File: src/rtl/uart_autobaud_detect.sv
// Auto-baud detector: times a 0x55 sync character on rx and produces the
// 16x-oversampling divisor for the baud generator that shares this clock.
module uart_autobaud_detect #(
    parameter int CNT_W       = 24,
    parameter int SYNC_STAGES = 2,
    parameter int IDLE_CYC    = 16,
    parameter int MIN_BIT     = 16,
    parameter int TOL_SHIFT   = 2
) (
    input  logic        clk,
    input  logic        rst,
    input  logic        start,
    input  logic        abort,
    input  logic        rx,
    output logic        busy,
    output logic        done,
    output logic        err,
    output logic [1:0]  err_code,
    output logic [15:0] div_out
);

    localparam int IW = $clog2(IDLE_CYC + 1);

    typedef enum logic [2:0] {
        S_IDLE, S_WAIT_IDLE, S_WAIT_START, S_MEASURE, S_CALC, S_ERR
    } state_t;

    typedef enum logic [1:0] {
        E_NONE = 2'b00, E_SHORT = 2'b01, E_TOL = 2'b10, E_RANGE = 2'b11
    } err_t;

    state_t                 state_q;
    logic [SYNC_STAGES-1:0] sync_q;
    logic                   rx_prev_q;
    logic [IW-1:0]          idle_cnt_q;
    logic [CNT_W-1:0]       ival_q, total_q, ref_q;
    logic [3:0]             edge_idx_q;
    err_t                   code_q;
    logic                   busy_q, done_q, err_q;
    logic [1:0]             err_code_q;
    logic [15:0]            div_q;

    logic                   rx_s, fall_det, edge_det, cnt_full;
    logic [CNT_W-1:0]       diff_d, tol_d;
    logic [CNT_W:0]         q_d;
    logic [3:0]             edge_n_d;

    assign rx_s     = sync_q[SYNC_STAGES-1];
    assign fall_det = rx_prev_q & ~rx_s;
    assign edge_det = rx_prev_q ^ rx_s;
    assign cnt_full = (ival_q == '1) || (total_q == '1);
    assign diff_d   = (ival_q >= ref_q) ? (ival_q - ref_q) : (ref_q - ival_q);
    assign tol_d    = ref_q >> TOL_SHIFT;
    // Divide total (8 bit times) by 128 with rounding: 8 bits x 16 oversampling.
    assign q_d      = ({1'b0, total_q} + (CNT_W+1)'(64)) >> 7;
    assign edge_n_d = edge_idx_q + 4'd1;

    assign busy     = busy_q;
    assign done     = done_q;
    assign err      = err_q;
    assign err_code = err_code_q;
    assign div_out  = div_q;

    // NOTE: all state updates use <= so every register sees pre-edge values.
    always_ff @(posedge clk) begin
        if (rst) begin
            state_q    <= S_IDLE;
            // NOTE: synchronizer resets to the idle level so reset release
            // cannot fake a falling edge.
            sync_q     <= '1;
            rx_prev_q  <= 1'b1;
            idle_cnt_q <= '0;
            ival_q     <= '0;
            total_q    <= '0;
            ref_q      <= '0;
            edge_idx_q <= '0;
            code_q     <= E_NONE;
            busy_q     <= 1'b0;
            done_q     <= 1'b0;
            err_q      <= 1'b0;
            err_code_q <= 2'b00;
            div_q      <= '0;
        end else begin
            sync_q    <= {sync_q[SYNC_STAGES-2:0], rx};
            rx_prev_q <= rx_s;
            done_q    <= 1'b0;
            err_q     <= 1'b0;

            if (abort && state_q != S_IDLE) begin
                state_q <= S_IDLE;
                busy_q  <= 1'b0;
            end else begin
                case (state_q)
                    S_IDLE: begin
                        if (start && !abort) begin
                            state_q    <= S_WAIT_IDLE;
                            busy_q     <= 1'b1;
                            idle_cnt_q <= '0;
                            err_code_q <= 2'b00;
                        end
                    end
                    S_WAIT_IDLE: begin
                        if (!rx_s)
                            idle_cnt_q <= '0;
                        else if (idle_cnt_q == IW'(IDLE_CYC - 1))
                            state_q <= S_WAIT_START;
                        else
                            idle_cnt_q <= idle_cnt_q + 1'b1;
                    end
                    S_WAIT_START: begin
                        if (fall_det) begin
                            state_q    <= S_MEASURE;
                            ival_q     <= '0;
                            total_q    <= '0;
                            edge_idx_q <= '0;
                        end
                    end
                    S_MEASURE: begin
                        ival_q  <= ival_q + 1'b1;
                        total_q <= total_q + 1'b1;
                        if (cnt_full) begin
                            state_q <= S_ERR;
                            code_q  <= E_RANGE;
                        end else if (edge_det) begin
                            ival_q     <= CNT_W'(1);
                            edge_idx_q <= edge_n_d;
                            if (edge_idx_q == 4'd0) begin
                                ref_q <= ival_q;
                                if (ival_q < CNT_W'(MIN_BIT)) begin
                                    state_q <= S_ERR;
                                    code_q  <= E_SHORT;
                                end
                            end else if (diff_d > tol_d) begin
                                state_q <= S_ERR;
                                code_q  <= E_TOL;
                            end else if (edge_n_d == 4'd8) begin
                                state_q <= S_CALC;
                            end
                        end
                    end
                    S_CALC: begin
                        if (q_d < (CNT_W+1)'(2) || q_d > (CNT_W+1)'(16'hFFFF)) begin
                            state_q <= S_ERR;
                            code_q  <= E_RANGE;
                        end else begin
                            state_q <= S_IDLE;
                            div_q   <= q_d[15:0];
                            done_q  <= 1'b1;
                            busy_q  <= 1'b0;
                        end
                    end
                    S_ERR: begin
                        state_q    <= S_IDLE;
                        err_q      <= 1'b1;
                        err_code_q <= code_q;
                        busy_q     <= 1'b0;
                    end
                    default: state_q <= S_IDLE;
                endcase
            end
        end
    end

endmodule

File: config.mk
export PLATFORM = sky130hd
export DESIGN_NAME = uart_autobaud_detect
export DESIGN_NICKNAME = d
export VERILOG_FILES = /design/src/rtl/uart_autobaud_detect.sv
export SDC_FILE = /design/constraint.sdc
export NUM_CORES = 1
export LEC_CHECK = 0
export ABC_AREA = 1
export CAP_MARGIN = 30
export CORE_ASPECT_RATIO = 1.4
export CORE_MARGIN = 8
export CORE_UTILIZATION = 55
export DETAILED_ROUTE_END_ITERATION = 8
export GPL_TIMING_DRIVEN = 1
export PLACE_DENSITY = 0.69
export SLEW_MARGIN = 20
export SYNTH_ARGS = -nofsm -noshare
export SYNTH_HDL_FRONTEND = slang
export SYNTH_SLANG_ARGS = --single-unit
File: constraint.sdc
create_clock -name clk -period 4.71 [get_ports clk]
set_clock_uncertainty 0.15 [all_clocks]
set_input_delay 0.7065 -clock clk [delete_from_list [all_inputs] [get_ports clk]]
set_output_delay 0.7065 -clock clk [all_outputs]
set_load 0.1 [all_outputs]
==> insert_results.sql, run 1 <==
INSERT INTO impl_metrics (metric_group, metric, value, unit) VALUES
('outcome', 'run_status', 'finished clean', ''),
('yosys', 'ys_types', '49', ''),
('grt', 'grt_first_pass_wirelength', '43400', 'um'),
('yosys', 'synth.yosys.seq_area_share', '0.254', ''),
('critical_path', 'timing.reg2reg.setup_slack', '280', 'ps'),
('yosys', 'synth_edf_count', '0', ''),
('grt', 'gr-usage-all-layers', '0.275', ''),
('critical_path', 'timing.critical_path.cells', 'inv_1 -> ha_1 -> inv_1 -> fa_1 -> inv_1 -> o21ai_4 -> nand2_1 -> nand3_1 -> nand2_1 -> nand3_4 -> buf_4 -> o21ai_1 -> o221ai_1 -> xor2_1 -> ha_1 -> nand2_1 -> nor3_4 -> nand4_1 -> a21oi_4 -> nand4_1 -> a21oi_1 -> nor2_1', ''),
('clock_network', 'cts.sinks', '110', ''),
('grt', 'grt_start_max_net_pins', '49', ''),
('clock_network', 'h-tree-depth', '3', ''),
('yosys', 'syn_inst', '1357', ''),
('timing', 'post-route-min-period', '4430', 'ps'),
('die', 'coreArea', '0.0155', 'mm2'),
('yosys', 'postSynthNetCount', '1441', ''),
('drt', 'wl', '26900', 'um'),
('drt', 'wl_per_cell', '17.0', 'um'),
('clock_network', 'clk-insertion-delay-late', '360', 'ps'),
('cells_and_area', 'layout_commonest_cell', 'sky130_fd_sc_hd__nand2_1', ''),
('critical_path', 'required', '4810', 'ps'),
('pwr', 'p_leak', '4.59', 'nW'),
('critical_path', 'worst_ep_arrival_time', '4530', 'ps'),
('placed_design', 'io_buffers', '25', ''),
('timing', 'maxSlewHeadroom', '0.318', ''),
('critical_path', 'cpMaxStageDelayCell', 'sky130_fd_sc_hd__fa_1', ''),
('drt', 'antenna_left', '0', ''),
('die', 'initial_core_util', '0.558', ''),
('placed_design', 'preCtsSetupSlack', '-480', 'ps'),
('placed_design', 'gpl_wtd_cong', '0.972', ''),
('clock_network', 'cts_root_buf', 'sky130_fd_sc_hd__clkbuf_16', ''),
('die', 'fp.dieArea', '0.0201', 'mm2'),
('critical_path', 'endpoint_kind', 'flop', ''),
('grt', 'global_route.overflow_total', '0', ''),
('timing', 'timing.final.setup_violations', '0', ''),
('grt', 'antenna_found_initial', '0', ''),
('grt', 'vias_in_the_first_global_route', '8797', ''),
('critical_path', 'crit-reg2reg-launch', 'ival_q[0]$_SDFFE_PP0P_', ''),
('placed_design', 'post_dp_area', '0.00917', 'mm2'),
('flow_run', 'cap_viol_max_count', '0', ''),
('die', 'top_level_ports', '26', ''),
('placed_design', 'dp_hpwl', '21900', 'um'),
('critical_path', 'worstSetupPathType', 'reg -> reg', ''),
('yosys', 'post_synth_instance_area', '0.00866', 'mm2'),
('yosys', 'top_reg_cell_synth', 'sky130_fd_sc_hd__dfxtp_1', ''),
('yosys', 'post_synth.cell_area_avg', '6.39', 'um2'),
('clock_network', 'cts-buffers-inserted', '9', ''),
('timing', 'fmaxAchievable', '226', 'MHz'),
('drt', 'remaining_drc_errors', '0', ''),
('drt', 'first_iter_violations', '462', ''),
('drt', 'detail_route.vias_per_cell', '5.56', ''),
('clock_network', 'postCtsSetupRepairBufs', '0', ''),
('yosys', 'synth_warnings', '0', ''),
('critical_path', 'crit_fanout', '12', ''),
('drt', 'drtPass1Iterations', '5', ''),
('clock_network', 'post_cts_hold_buffer_count', '0', ''),
('critical_path', 'worst_path_largest_cell_delay', '430', 'ps'),
('cells_and_area', 'finish.instance_area', '0.00958', 'mm2'),
('yosys', 'synthesized_flop_and_latch_total', '110', ''),
('cells_and_area', 'final_layout_size_suffix_gt1_frac', '0.0675', ''),
('worst_hold_path', 'min-delay-start', 'sync_q[0]$_SDFF_PP1_', ''),
('timing', 'layout_setup_ws', '282', 'ps'),
('clock_network', 'path_clk_slew', '70', 'ps'),
('pwr', 'vdd_drop_max', '0.000217', 'V'),
('die', 'chipWidth', '122', 'um'),
('timing', 'report.final.hold_viol_count', '0', ''),
('timing', 'drv_slew', '0', ''),
('cells_and_area', 'antenna_cells', '0', ''),
('cells_and_area', 'final_nets', '1471', ''),
('yosys', 'synthArstFlopShare', '0', ''),
('critical_path', 'crit_start_category', 'flop', ''),
('drt', 'num_vias', '8825', '');
## layer usage
metal | GRT usage | vias to the layer above | wire (um)
met4 | 0.186 | 0 | 1690
met2 | 0.496 | 256 | 13500
met3 | 0.0407 | 91 | 1050
met5 | 0 | - | 0
met1 | 0.289 | 4021 | 10700
li1 | - | 4457 | -
## power by group
group | switching [mW] | total [mW] | internal (mW)
clock network | 0.370 | 0.802 | 0.432
logic | 0.584 | 0.897 | 0.313
registers | 0.0331 | 0.991 | 0.958
## layout make-up
cell class / instances / area (um2)
tap: 196 / 245
clock buffer: 10 / 239
clock inverter: 6 / 70.1
timing repair buffer: 47 / 415
sequential: 110 / 2210
multi-input combinational: 1004 / 5590
fill: 1609 / 5960
inverter: 215 / 812
## cell usage after synthesis, types with 2 or more instances
master / instances / area share
sky130_fd_sc_hd__nor3_1: 34 / 0.020
sky130_fd_sc_hd__nor3b_1: 2 / 0.0017
sky130_fd_sc_hd__nand2_1: 328 / 0.14
sky130_fd_sc_hd__nor2_2: 5 / 0.0036
sky130_fd_sc_hd__mux2i_1: 2 / 0.0023
sky130_fd_sc_hd__or2_2: 3 / 0.0022
sky130_fd_sc_hd__a21oi_1: 128 / 0.074
sky130_fd_sc_hd__fa_1: 2 / 0.0046
sky130_fd_sc_hd__nand3_1: 54 / 0.031
sky130_fd_sc_hd__a22oi_1: 2 / 0.0017
sky130_fd_sc_hd__nor4_1: 7 / 0.0051
sky130_fd_sc_hd__nor2_4: 3 / 0.0039
sky130_fd_sc_hd__buf_4: 3 / 0.0026
sky130_fd_sc_hd__nand4_1: 23 / 0.017
sky130_fd_sc_hd__nor2_1: 142 / 0.062
sky130_fd_sc_hd__clkbuf_2: 2 / 0.0012
sky130_fd_sc_hd__nand2_2: 6 / 0.0043
sky130_fd_sc_hd__o21bai_1: 9 / 0.0078
sky130_fd_sc_hd__nor3_2: 4 / 0.0046
sky130_fd_sc_hd__a31oi_1: 5 / 0.0036
sky130_fd_sc_hd__o211ai_1: 8 / 0.0069
sky130_fd_sc_hd__a211oi_1: 5 / 0.0043
sky130_fd_sc_hd__inv_2: 6 / 0.0026
sky130_fd_sc_hd__inv_1: 208 / 0.090
sky130_fd_sc_hd__a221oi_1: 2 / 0.0020
sky130_fd_sc_hd__o21ai_0: 74 / 0.043
sky130_fd_sc_hd__or3b_2: 2 / 0.0020
sky130_fd_sc_hd__clkbuf_1: 9 / 0.0039
sky130_fd_sc_hd__xnor2_1: 10 / 0.010
sky130_fd_sc_hd__a2111oi_0: 2 / 0.0020
sky130_fd_sc_hd__ha_1: 77 / 0.11
sky130_fd_sc_hd__o2111ai_1: 2 / 0.0020
sky130_fd_sc_hd__buf_6: 4 / 0.0052
sky130_fd_sc_hd__o21ai_2: 2 / 0.0020
sky130_fd_sc_hd__o21ai_1: 12 / 0.0069
sky130_fd_sc_hd__o221ai_1: 2 / 0.0020
sky130_fd_sc_hd__nand3_2: 3 / 0.0035
sky130_fd_sc_hd__dfxtp_1: 110 / 0.25
sky130_fd_sc_hd__o21a_1: 3 / 0.0026
sky130_fd_sc_hd__buf_2: 10 / 0.0058
sky130_fd_sc_hd__xor2_1: 34 / 0.034
## metrics by stage
step	power, mW	std cells	setup TNS [ps]	utilization	hold WS (ps)
finish	2.69	1588	0	0.617	261
global placement	1.83	1572	-1940	0.590	244
detailed placement	1.84	1572	-2090	0.590	245
CTS	2.66	1588	0	0.611	263
global route	2.86	1588	-13.4	0.617	272
floorplan	1.61	1357	0	-	239
## kinds of logic after synthesis
logic type,Yosys count,share of synthesized area
muxes,2,0.00231
adders and majority gates,79,0.116
buffers and inverters,243,0.112
and+or+nand+nor,619,0.306
DFF,110,0.254
xor gates and xnor gates,44,0.0445
AOI/OAI and AO/OA,260,0.165
## path summary, 6_finish.rpt
kind,cells after the start,endpoint
max,22,code_q[1]$_SDFFE_PP0P_
min,1,sync_q[1]$_SDFF_PP1_
max reg2reg,22,code_q[1]$_SDFFE_PP0P_
min reg2reg,1,sync_q[1]$_SDFF_PP1_
## registers in the layout (all words and copies together) (netlist names)
| signal | flops |
|---|---|
| busy | 1 |
| code_q | 2 |
| div_out | 16 |
| done | 1 |
| edge_idx_q | 4 |
| err | 1 |
| err_code | 2 |
| idle_cnt_q | 5 |
| ival_q | 24 |
| ref_q | 24 |
| rx_prev_q | 1 |
| state_q | 3 |
| sync_q | 2 |
| total_q | 24 |
## timing repair
item                       CTS  global route
pin swaps                    0             1
resized for setup            5            23
setup endpoints to repair    5             5
## worst max-delay path, delay by kind of cell, from the launching register on
kind,cells,cell delay (ps)
xor+xnor,1,190
flops,1,320
buf+inv,4,540
simple gates,9,1330
fa+ha+maj,3,870
compound gates,5,900
(Power assumes the default switching activity.)
==> run 2: changes to the inputs <==
- CORE_UTILIZATION: 55 -> 50
- PLACE_DENSITY: 0.69 -> 0.64
==> run 2 against run 1 <==
Compared with the run above:
- worst hold slack better by 0.97 ps
- routed wire length fell by 0.85%
- sequential share of layout area hardly changed
- die area grew 8.8%
- combinational power decreased by 6.5%
- fmax is 0.69% higher
- final cell count increased by 2.6%
- clock-buffer cell count stayed put
- clock power rose by 6.6%
- via count is 0.68% lower
- sequential power is essentially flat
- critical path type unchanged
==> insert_results.sql, run 2 (same netlist as run 1, synthesis figures left out) <==
INSERT INTO impl_metrics (metric_group, metric, value, unit) VALUES
('die', 'die_y', '172', 'um'),
('cells_and_area', 'final_layout_size_suffix_gt1_frac', '0.0617', ''),
('drt', 'remaining_drc_errors', '0', ''),
('worst_hold_path', 'hold_path_end', 'sync_q[1]$_SDFF_PP1_', ''),
('timing', 'report.final.hold_viol_count', '0', ''),
('cells_and_area', 'finish.utilization', '0.557', ''),
('critical_path', 'timing.reg2reg.setup_slack', '310', 'ps'),
('clock_network', 'cts_tree', 'done', ''),
('clock_network', 'path_clk_slew', '80', 'ps'),
('critical_path', 'r2r_cells', '27', ''),
('drt', 'first_iter_violations', '445', ''),
('grt', 'grt_first_pass_wirelength', '42700', 'um'),
('timing', 'maxSlewHeadroom', '0.328', ''),
('grt', 'grt_start_max_net_pins', '49', ''),
('outcome', 'run_status', 'finished clean', ''),
('clock_network', 'cts-buffers-inserted', '9', ''),
('timing', 'grt_setup_unrepaired', 'false', ''),
('critical_path', 'cpMaxStageDelayCell', 'sky130_fd_sc_hd__dfxtp_1', ''),
('critical_path', 'crit_fanout', '11', ''),
('critical_path', 'r2r-end', 'code_q[0]$_SDFFE_PP0P_', ''),
('die', 'fp.dieArea', '0.0219', 'mm2'),
('critical_path', 'endpoint_kind', 'flop', ''),
('drt', 'detail_route.vias_per_cell', '5.38', ''),
('pwr', 'powerDensity', '280', 'mW/mm2'),
('critical_path', 'timing.critical_path.mode_cell', 'sky130_fd_sc_hd__nand2_1', ''),
('clock_network', 'cts_root_buf', 'sky130_fd_sc_hd__clkbuf_16', ''),
('critical_path', 'worstSetupPathType', 'reg -> reg', ''),
('timing', 'timing.final.setup_violations', '0', ''),
('pwr', 'p_leak', '4.59', 'nW'),
('cells_and_area', 'most_frequent_cells_in_the_layout', '328 x sky130_fd_sc_hd__nand2_1, 208 x sky130_fd_sc_hd__inv_1, 139 x sky130_fd_sc_hd__nor2_1', ''),
('critical_path', 'cp.buffers_inverters', '5', ''),
('drt', 'wl_per_cell', '16.4', 'um'),
('timing', 'setup_tns', '0', 'ps'),
('die', 'initial_core_util', '0.504', ''),
('critical_path', 'crit-reg2reg-launch', 'ival_q[15]$_SDFFE_PP0P_', ''),
('flow_run', 'cap_viol_max_count', '0', ''),
('pwr', 'vdd_drop_max', '0.000208', 'V'),
('drt', 'drtPass1Iterations', '5', ''),
('clock_network', 'clock_path_buffers', '2', ''),
('critical_path', 'required', '4810', 'ps'),
('cells_and_area', 'layout_commonest_cell', 'sky130_fd_sc_hd__nand2_1', ''),
('die', 'coreArea', '0.0172', 'mm2'),
('die', 'chipWidth', '127', 'um'),
('grt', 'vias_in_the_first_global_route', '8629', ''),
('placed_design', 'gpl_wtd_cong', '1.00', ''),
('critical_path', 'worst_path_largest_cell_delay', '440', 'ps'),
('timing', 'final.period_utilization', '0.934', ''),
('critical_path', 'cp_top_family', 'simple AND/OR/NAND/NOR gates', ''),
('placed_design', 'io_buffers', '25', ''),
('worst_hold_path', 'holdCritPathClass', 'reg -> reg', ''),
('timing', 'tightest_slew', '1000', 'ps'),
('clock_network', 'clk-insertion-delay-late', '350', 'ps'),
('clock_network', 'h-tree-depth', '3', ''),
('critical_path', 'crit_start_category', 'flop', ''),
('placed_design', 'dp_hpwl', '21700', 'um'),
('critical_path', 'worst_ep_arrival_time', '4500', 'ps'),
('cells_and_area', 'areaGrowthSynthToFinish', '10.6', '%'),
('cells_and_area', 'final_nets', '1472', ''),
('die', 'top_level_ports', '26', ''),
('timing', 'drv_slew', '0', ''),
('worst_hold_path', 'holdPathStages', '1', ''),
('drt', 'num_vias', '8765', ''),
('clock_network', 'cts.sinks', '110', ''),
('cells_and_area', 'antenna_cells', '0', ''),
('worst_hold_path', 'min-delay-start', 'sync_q[0]$_SDFF_PP1_', ''),
('grt', 'gr-usage-all-layers', '0.247', ''),
('timing', 'fmaxAchievable', '227', 'MHz'),
('cells_and_area', 'largestRegisters', 'ival_q x24, ref_q x24, total_q x24', ''),
('clock_network', 'post_cts_hold_buffer_count', '0', ''),
('clock_network', 'cts_resized', '0', ''),
('die', 'row_count', '57', ''),
('grt', 'antenna_found_initial', '0', ''),
('timing', 'post-route-min-period', '4400', 'ps'),
('grt', 'global_route.overflow_total', '0', ''),
('clock_network', 'postCtsSetupRepairBufs', '0', ''),
('drt', 'antenna_left', '0', ''),
('drt', 'wl', '26700', 'um');
==> run 2: metrics by stage <==
step / instances / cell area (um2) / setup WS [ps] / power (mW) / hold WS, ps
2_1_floorplan: 1357 / 8660 / 940 / 1.61 / 239
3_3_place_gp: 1613 / 9220 / 192 / 1.82 / 245
3_5_place_dp: 1613 / 9220 / 159 / 1.82 / 247
4_1_cts: 1629 / 9550 / 116 / 2.68 / 266
5_1_grt: 1629 / 9580 / 27.8 / 2.83 / 279
6_report: 1629 / 9580 / 312 / 2.69 / 262
==> run 2: cell type report <==
cell class	instances	area (um2)
Clock inverter	6	91.3
Clock buffer	10	239
Fill cell	1770	7610
Tap cell	236	295
Inverter	215	810
Timing Repair Buffer	48	423
Multi-Input combinational cell	1004	5520
Sequential cell	110	2200
==> run 2: per-layer routing <==
metal,global-route usage,share of wire,up-vias
li1,-,-,4452
met1,0.256,0.40,3994
met2,0.466,0.51,245
met3,0.0332,0.045,74
met4,0.143,0.050,0
met5,0,0,-
==> run 2: report_power, final <==
group          switching, mW  total (mW)  internal (mW)  leakage (nW)
registers             0.0331       0.991          0.958         0.888
logic                  0.542       0.839          0.297          3.54
clock network          0.370       0.855          0.486         0.163
total                  0.945        2.69           1.74          4.59
==> run 2: worst max path at each step <==
stage | from | to | cells after the start
6_report | ival_q[15]$_SDFFE_PP0P_ | code_q[0]$_SDFFE_PP0P_ | 27
5_1_grt | ival_q[15]$_SDFFE_PP0P_ | code_q[1]$_SDFFE_PP0P_ | 22
4_1_cts | ival_q[4]$_SDFFE_PP0P_ | code_q[0]$_SDFFE_PP0P_ | 21
3_5_place_dp | ival_q[4]$_SDFFE_PP0P_ | code_q[0]$_SDFFE_PP0P_ | 21
3_3_place_gp | ival_q[6]$_SDFFE_PP0P_ | code_q[1]$_SDFFE_PP0P_ | 20
2_1_floorplan | ival_q[10]$_SDFFE_PP0P_ | code_q[0]$_SDFFE_PP0P_ | 27
==> run 3: changes to the inputs <==
- CAP_MARGIN: 30 -> not set
==> results of run 3 <==
Final layout, timing and power as in run 2 (identical DEF).
